--- config.mk ---
export PLATFORM = sky130hd
export DESIGN_NAME = lap_recorder
export DESIGN_NICKNAME = d
export VERILOG_FILES = /design/src/rtl/stopwatch_pkg.sv /design/src/rtl/lap_ram.sv /design/src/rtl/lap_recorder.sv
export SDC_FILE = /design/constraint.sdc
export NUM_CORES = 1
export LEC_CHECK = 0
export BUFFER_PORTS_ARGS = -buffer_cell sky130_fd_sc_hd__buf_2
export CORE_MARGIN = 1.5
export CORE_UTILIZATION = 50
export CTS_CLUSTER_DIAMETER = 30
export DETAILED_ROUTE_END_ITERATION = 16
export MAX_ROUTING_LAYER = met4
export PLACE_DENSITY = 0.82
export SYNTH_ARGS = -nofsm -noshare
export SYNTH_HDL_FRONTEND = slang
export SYNTH_SLANG_ARGS = --single-unit
--- constraint.sdc ---
create_clock -name clock -period 3 [get_ports clock]
set_input_delay 0.75 -clock clock [delete_from_list [all_inputs] [get_ports clock]]
set_output_delay 0.75 -clock clock [all_outputs]
set_load 0.03 [all_outputs]
--- src/rtl/stopwatch_pkg.sv ---
// stopwatch_pkg: shared stopwatch field widths, lap limits and helpers
package stopwatch_pkg;
  localparam int HOUR_W = 6;
  localparam int MIN_W = 6;
  localparam int SEC_W = 6;
  localparam int MSEC_W = 7;
  localparam int LAP_W = HOUR_W + MIN_W + SEC_W + MSEC_W;
  localparam int LAP_NUM_W = 7;
  localparam logic [LAP_NUM_W-1:0] MAX_LAP_NUM = 7'd99;
  function automatic logic [LAP_NUM_W-1:0] sat_inc(input logic [LAP_NUM_W-1:0] n);
    return (n == MAX_LAP_NUM) ? n : n + 7'd1;
  endfunction
endpackage

--- src/rtl/lap_ram.sv ---
// lap_ram: DEPTH x LAP_W lap store, one synchronous write port, one asynchronous read port
module lap_ram
  import stopwatch_pkg::*;
#(
  parameter int DEPTH = 8,
  parameter int IDX_W = 3
) (
  input  logic             clock,
  input  logic             we,
  input  logic [IDX_W-1:0] wr_addr,
  input  logic [LAP_W-1:0] wr_data,
  input  logic [IDX_W-1:0] rd_addr,
  output logic [LAP_W-1:0] rd_data
);
  logic [LAP_W-1:0] mem [DEPTH];
  always_ff @(posedge clock)
    if (we) mem[wr_addr] <= wr_data;
  assign rd_data = mem[rd_addr];
endmodule

--- src/rtl/lap_recorder.sv ---
// lap_recorder: captures stopwatch laps into a circular buffer, browses them while stopped,
// and offers the selected lap to the LCD path over a valid/ready handshake
module lap_recorder
  import stopwatch_pkg::*;
#(
  parameter int DEPTH = 8,
  parameter int IDX_W = 3
) (
  input  logic                 clock,
  input  logic                 reset_n,
  input  logic                 run,
  input  logic                 lap,
  input  logic                 clear,
  input  logic [HOUR_W-1:0]    hour,
  input  logic [MIN_W-1:0]     minute,
  input  logic [SEC_W-1:0]     second,
  input  logic [MSEC_W-1:0]    m_sec,
  output logic [IDX_W:0]       lap_count,
  output logic [IDX_W-1:0]     view_idx,
  output logic                 overflow,
  output logic                 disp_valid,
  input  logic                 disp_ready,
  output logic [LAP_NUM_W-1:0] disp_lap_num,
  output logic [LAP_W-1:0]     disp_time
);
  localparam logic [IDX_W:0] FULL = DEPTH[IDX_W:0];
  logic lap_q, clear_q, primed;
  logic lap_rise, clear_rise, capture, browse, full;
  logic [IDX_W-1:0] wr_ptr, newest, oldest, age, browse_idx;
  logic [LAP_NUM_W-1:0] total;
  logic [LAP_W-1:0] rd_data;
  // primed masks the first edge after reset so a button held across release is not a press
  assign lap_rise = lap & ~lap_q & primed;
  assign clear_rise = clear & ~clear_q & primed;
  assign full = lap_count == FULL;
  assign capture = lap_rise & run & ~clear_rise;
  assign browse = lap_rise & ~run & ~clear_rise & (lap_count != '0);
  assign newest = wr_ptr - 1'b1;
  assign oldest = full ? wr_ptr : '0;
  assign browse_idx = (view_idx == oldest) ? newest : view_idx - 1'b1;
  assign age = newest - view_idx;
  assign disp_lap_num = (lap_count != '0) ? total - 7'(age) : '0;
  assign disp_time = (lap_count != '0) ? rd_data : '0;
  lap_ram #(.DEPTH(DEPTH), .IDX_W(IDX_W)) u_ram (
    .clock  (clock),
    .we     (capture),
    .wr_addr(wr_ptr),
    .wr_data({hour, minute, second, m_sec}),
    .rd_addr(view_idx),
    .rd_data(rd_data)
  );
  always_ff @(posedge clock or negedge reset_n)
    if (!reset_n) begin
      lap_q      <= 1'b0;
      clear_q    <= 1'b0;
      primed     <= 1'b0;
      lap_count  <= '0;
      wr_ptr     <= '0;
      view_idx   <= '0;
      overflow   <= 1'b0;
      total      <= '0;
      disp_valid <= 1'b0;
    end else begin
      lap_q   <= lap;
      clear_q <= clear;
      primed  <= 1'b1;
      if (clear_rise) begin
        lap_count  <= '0;
        wr_ptr     <= '0;
        view_idx   <= '0;
        overflow   <= 1'b0;
        total      <= '0;
        disp_valid <= 1'b0;
      end else if (capture) begin
        wr_ptr     <= wr_ptr + 1'b1;
        view_idx   <= wr_ptr;
        lap_count  <= full ? lap_count : lap_count + 1'b1;
        overflow   <= overflow | full;
        total      <= sat_inc(total);
        disp_valid <= 1'b1;
      end else if (browse) begin
        view_idx   <= browse_idx;
        disp_valid <= 1'b1;
      end else if (disp_valid & disp_ready) begin
        disp_valid <= 1'b0;
      end
    end
endmodule

==> metrics, run 1 <==
outcome finished, violations left; failing checks negative setup slack; Post-Synth Simple-Gate Area 5.36%; Place WS -0.348 ns; Largest delay share family, worst path adder cells; initial DRC count 415; row count 49; DRC viols 0; skew final 0.0315 ns; largest family of logic cells by synthesized area multiplexers; Die W 138 um; Die H 138 um; die area 0.0191 mm2; Peak Freq 0.270 GHz; Post-synth EDFFs 200; CTS root buf clkbuf_16; clock buffer depth 3; worst endpoint data arrival time 2.95 ns; wirelength, routed 20200 um; core area 0.0180 mm2; delay of the slowest critical-path stage 0.51 ns; register area share after synthesis 71.7%; Min Hold Slack 0.217 ns; Slowest-stage cell, CP dfrtp_4; CP Depth 11; Critical Path Fanout Max 3; area fraction in compound gates after synthesis 1.90%; # diodes 0; global-route wire length before repair 28500 um; crit path from view_idx[0]; slew margin rel. 55.1%; Final TNS setup -3.55 ns; cells along the critical path ha_4 -> fa_2 -> xnor2_2 -> xnor2_2 -> buf_4 -> ha_4 -> a211oi_4 -> nand2_2 -> xor2_2 -> nor2_4 -> buf_6; post-synthesis mux area share 15.2%; FF-to-FF Start view_idx[2]; largest net degree at the start of global routing 57; crit path time final 3.70 ns; Pwr per Cell Area 906 mW/mm2; TritonCTS buffer count 36; library cells used by synthesis 49; count of boundary I/O pins 72; worst r2r dst view_idx[1]; nature of the critical path startpoint flip-flop; placed inst area 0.0100 mm2; post-route worst setup slack -0.697 ns; Syn Inst Count 496; Final Hold Vio Count 0; CP Buf/Inv Count 2; crit end category output port; syn nets 540; worst slew pin tran 0.674 ns; fin area 0.0116 mm2; Primary FF master, synth edfxtp_1; via density per instance 5.78; worst reg-to-reg setup slack 0.85 ns; cells on worst reg2reg path 6; Synth Area in Adders 1.94%; WS Path Type reg2out; initial antenna violation count 0; area of the mapped netlist 0.00914 mm2; syn avg cell area 18.4 um2; Setup violations, final 10; Final Wtd Congestion 0.872; Synth async-reset ratio 9.91%; drt pass-1 iters 5; hpwl dp 9760 um; Detail Route Antenna Nets 0; Syn. warnings 0; H-tree depth 2; clk slew on worst S/H paths 0.05 ns; peak supply drop 0.849 mV; fin cells 876; Nets 665; Total Routing Usage GR 20.4%; layout cells sized above 1 40.5%; Hold Crit Class in2async; Pleak 4.18 nW; vias post-DR 5063; Clk Latency, worst-skew pair 0.52 ns; RSZ-0062 raised after global routing yes; CTS tree built; area delta synth->final 27.4%; dpl cells 796; CTS sink count 222; Critical Path End disp_lap_num[6]; vias in the first global route 5141; Post-Synth XOR/XNOR Area 2.01%; Max Cap Viol 0; port bufs 71; max-slew violations 0; Initial Util 50.9%; wire length per cell 23.0 um; total congestion overflow 0; fin crit share 123%; synthesized flop and latch total 222; Critical Path RT 2.25 ns
cells in the final DEF (no fill, tap or decap), types with 3 or more instances in the layout:
cell type	count
a21oi_1	5
and3b_1	3
buf_12	14
buf_2	64
buf_4	18
buf_6	10
bufinv_16	3
clkbuf_1	4
clkbuf_16	39
clkinv_1	5
clkinv_2	6
dfrtp_1	19
edfxtp_1	200
ha_1	7
ha_4	4
inv_1	11
inv_2	3
inv_6	5
mux2i_1	24
mux4_2	50
nand2_1	13
nand2b_1	4
nand3_1	5
nand4_1	3
nor2_1	40
nor2_2	12
nor2_4	3
xnor2_1	7
xnor2_2	3
xor2_1	9
power breakdown:
part           switching (W)  internal, W  total (W)
logic                0.00172      0.00145    0.00316
clock network        0.00142      0.00248    0.00391
registers          0.0000527      0.00343    0.00348
total                0.00319      0.00736     0.0106
cell usage after synthesis, drive strengths merged, types with 2 or more instances:
master  count  area (um2)
fa          2        40.0
mux2i      26         260
a21oi       6        30.0
a211oi      2        20.0
xnor2      10        87.6
o21ai       3        18.8
edfxtp    200        6010
and2        2        12.5
and3b       3        26.3
buf        14        85.1
inv        14        52.6
nand2b      4        25.0
ha         11         138
clkbuf      9        33.8
nand3b      3        26.3
and3        2        12.5
nor3        3        15.0
nand3       5        25.0
nand4       3        18.8
dfrtp      22         551
nand2      15        56.3
nor2       55         209
mux4       50        1130
xor2       11        96.3
a31oi       2        12.5
a21boi      2        15.0
metrics by stage:
step	utilization, %	power (W)
floorplan	-	0.00540
global placement	55.9	0.00599
detailed placement	55.9	0.00606
CTS	63.1	0.0102
global route	64.8	0.0109
finish	64.8	0.0106
state kept, by name (all words and copies together), names as in the netlist:
signal	count
total	7
u_ram.mem	200
wr_ptr	3
lap_q	1
lap_count	4
disp_valid	1
clear_q	1
primed	1
overflow	1
view_idx	3
cells by family (layout without fill, tap and decap cells):
kind of cell,Yosys count,count (layout)
flip-flops,222,222
other,1,1
AO/OA/AOI/OAI,23,23
XOR/XNOR,21,21
buffers and inverters,37,188
multiplexers,76,76
AND/OR/NAND/NOR,103,103
adder cells (fa/ha/maj),13,13
routing by layer:
metal / up-vias / global-route usage, % / share of wire (%)
li1: 2204 / - / -
met1: 2628 / 25.0 / 39
met2: 195 / 34.0 / 52
met3: 36 / 4.23 / 6.1
met4: 0 / 6.98 / 2.4
met5: - / - / 0
area by class of cell:
cell class	instances	area, um2
multi-input combinational	237	2630
sequential	222	6560
fill	1204	6320
tap	229	287
timing repair buffer	110	951
clock buffer	40	916
inverter	14	52.6
clock inverter	24	244
what timing repair did:
action                     CTS  global route
pin swaps                   15             9
setup buffers                3             7
hold buffers                 0             0
gates resized for setup     27            31
gates cloned                 0             6
setup endpoints to repair   31            31
worst min-delay path by stage:
| stage | depth (start not counted) | slack [ns] | end |
|---|---|---|---|
| after floorplan | 0 | 0.45 | clear_q |
| after global placement | 2 | 0.52 | overflow |
| after detailed placement | 2 | 0.54 | disp_valid |
| after CTS | 1 | 0.22 | view_idx[2] |
| after global routing | 1 | 0.25 | wr_ptr[0] |
| final | 1 | 0.22 | wr_ptr[0] |
No activity file was read; power rests on OpenSTA's default activity.
==> run 2, diff against run 1 <==
Clock period 3 ns to 3.27 ns, I/O delays scaled along.
==> metrics, run 2 (synthesized netlist as in run 1, its figures left out) <==
core area 0.0180 mm2 (unchanged); fill count 1228 (was 1204); Global Route met1 Usage 26.1% (was 25.0%); top flop regs u_ram.mem (200), total (7), lap_count (4) (unchanged); via density per instance 5.70 (was 5.78); DRC viols 0 (unchanged); count of boundary I/O pins 72 (unchanged); max-slew violations 0 (unchanged); delay of the slowest critical-path stage 0.51 ns (about the same); layout cells sized above 1 39.0% (was 40.5%); max reg flops 200 (unchanged); most frequent cells in the layout edfxtp_1 (200), buf_2 (66), mux4_2 (50) (was edfxtp_1 (200), buf_2 (64), mux4_2 (50)); Final Hold Vio Count 0 (unchanged); Nets 654 (was 665); failing checks negative setup slack (unchanged); Pleak 4.15 nW (was 4.18 nW); vias in the first global route 5322 (was 5141); Detail Route Antenna Nets 0 (unchanged); net switching power figure 0.00283 W (was 0.00319 W); slew margin rel. 54.9% (was 55.1%); vias post-DR 4953 (was 5063); hpwl dp 10100 um (was 9760 um); total congestion overflow 0 (unchanged); global-route wire length before repair 29600 um (was 28500 um); clock buffer depth 3 (unchanged); dpl cells 794 (was 796); register share of total power 32.2% (was 33.0%); Total Routing Usage GR 21.0% (was 20.4%); worst slew pin tran 0.677 ns (was 0.674 ns); port bufs 71 (unchanged); Setup violations, final 6 (was 10); row count 49 (unchanged); Initial Util 50.9% (unchanged); GRT Max-Usage Layer met2 (unchanged); RSZ-0062 raised after global routing yes (unchanged); fin cells 869 (was 876); skew final 0.0180 ns (was 0.0315 ns); Peak Freq 0.259 GHz; Hold Crit Class in2async (unchanged); Clk Latency, worst-skew pair 0.51 ns (was 0.52 ns); post-route worst setup slack -0.586 ns (was -0.697 ns); TritonCTS buffer count 38 (was 36); peak supply drop 0.883 mV (was 0.849 mV); CTS sink count 222 (unchanged); Die W 138 um (unchanged); crit end category output port (unchanged); wire length per cell 22.1 um (was 23.0 um); largest net degree at the start of global routing 57 (unchanged); Final Wtd Congestion 0.866 (was 0.872); H-tree depth 2 (unchanged); Comb pwr share 25.4% (was 30.0%); Sw Share 28.5% (was 30.3%); Die H 138 um (unchanged); Critical Path Fanout Max 2 (was 3); total area of sequential cells 0.00656 mm2 (unchanged); Critical Path RT 2.45 ns (was 2.25 ns); wirelength, routed 19200 um (was 20200 um); clk slew on worst S/H paths 0.04 ns (was 0.05 ns); area delta synth->final 26.7% (was 27.4%); met2 track demand over resource 34.1% (was 34.0%); Pwr per Cell Area 857 mW/mm2 (was 906 mW/mm2); CTS root buf clkbuf_16 (unchanged); initial antenna violation count 2 (was 0); clock power share 42.4% (was 37.0%); outcome finished, violations left (unchanged); area of the multi-input gates 0.00260 mm2 (was 0.00263 mm2); fin crit share 118%; top register by number of flip-flops u_ram.mem (unchanged); CTS tree built (unchanged); Final TNS setup -2.52 ns (was -3.55 ns); Cell Int Power 0.00710 W (was 0.00736 W); drt pass-1 iters 4 (was 5); Max Cap Viol 0 (unchanged); die area 0.0191 mm2 (unchanged); commonest non-fill, non-tap cell in the layout edfxtp_1 (unchanged); GR Util met3 4.95% (was 4.23%); cells along the critical path ha_4 -> fa_2 -> xnor2_2 -> xnor2_2 -> buf_4 -> ha_4 -> nand3b_1 -> nand2_2 -> nor3_2 -> xnor2_1 -> nor2_2 -> buf_6 (was ha_4 -> fa_2 -> xnor2_2 -> xnor2_2 -> buf_4 -> ha_4 -> a211oi_4 -> nand2_2 -> xor2_2 -> nor2_4 -> buf_6); WS Path Type reg2out (unchanged); nature of the critical path startpoint flip-flop (unchanged); initial DRC count 327 (was 415); crit path time final 3.86 ns; worst endpoint data arrival time 3.04 ns (was 2.95 ns); Slowest-stage cell, CP dfrtp_4 (unchanged)
[run 2: changes by cell type in the layout (fill, tap and decap cells not counted), moves of 2 or more]
cell,previous run,this run
nor2_1,40,44
diode_2,0,2
buf_12,14,8
buf_2,64,66
bufinv_16,3,9
clkinv_2,6,3
buf_6,10,6
nor2_2,12,9
clkinvlp_4,1,4
buf_4,18,16
inv_6,5,2
[run 2: routing by layer]
layer	vias up	wire [um]	share of wire, %
met3	38	1390	7.2
met4	0	364	1.9
met1	2549	7560	39
met5	-	0	0
met2	190	9920	52
li1	2176	-	-
[run 2: per-stage QoR]
| step | worst slack (ns) | total power, W | area, um2 | utilization, % | hold WS (ns) |
|---|---|---|---|---|---|
| after CTS | -0.518 | 0.00991 | 11500 | 64.1 | 0.294 |
| after global routing | -0.693 | 0.0103 | 11600 | 64.5 | 0.315 |
| after global placement | -0.0805 | 0.00545 | 10000 | 55.7 | 0.523 |
| final | -0.586 | 0.00993 | 11600 | 64.5 | 0.280 |
| after detailed placement | -0.156 | 0.00552 | 10000 | 55.7 | 0.558 |
| after floorplan | -0.358 | 0.00494 | 9190 | - | 0.522 |
[run 2: repair_timing]
item                                    CTS  global route
buffers inserted                          4             1
gates resized for setup                  26             8
endpoints found under the setup margin   31            17
hold buffers                              0             0
pin swaps                                15             5
[run 2: final timing paths]
path | from | to | slack [ns] | cells past startpoint
min in group clock | clear | clear_q | 0.46 | 1
setup reg to reg | lap_q | u_ram.mem[1][20] | 1.03 | 6
hold reg to reg | disp_valid | disp_valid | 0.55 | 2
hold / removal | reset_n | lap_count[3] | 0.28 | 1
max in group asynchronous | reset_n | view_idx[0] | 2.60 | 1
setup / recovery | view_idx[0] | disp_lap_num[5] | -0.59 | 12
[run 2: critical path: cells and delay by family (launching register included)]
| kind | cells | cell delay [ns] |
|---|---|---|
| adder cells (fa/ha/maj) | 3 | 0.74 |
| XOR/XNOR | 3 | 0.55 |
| flip-flops | 1 | 0.51 |
| AND/OR/NAND/NOR | 4 | 0.43 |
| buffers and inverters | 2 | 0.30 |
[run 2: layout make-up]
cell class,instances,area share [%]
sequential,222,56.7
tap,229,2.47
inverter,14,0.454
clock buffer,41,8.31
timing repair buffer,97,6.09
multi-input combinational,237,22.4
antenna,2,0.0432
clock inverter,27,3.54
[run 2: power groups by stage]
stage          registers (W)  clock network (W)  logic (W)
2_1_floorplan        0.00327                  0    0.00167
3_3_place_gp         0.00323                  0    0.00223
3_5_place_dp         0.00323                  0    0.00228
4_1_cts              0.00319            0.00428    0.00245
5_1_grt              0.00319            0.00440    0.00270
6_report             0.00319            0.00421    0.00253
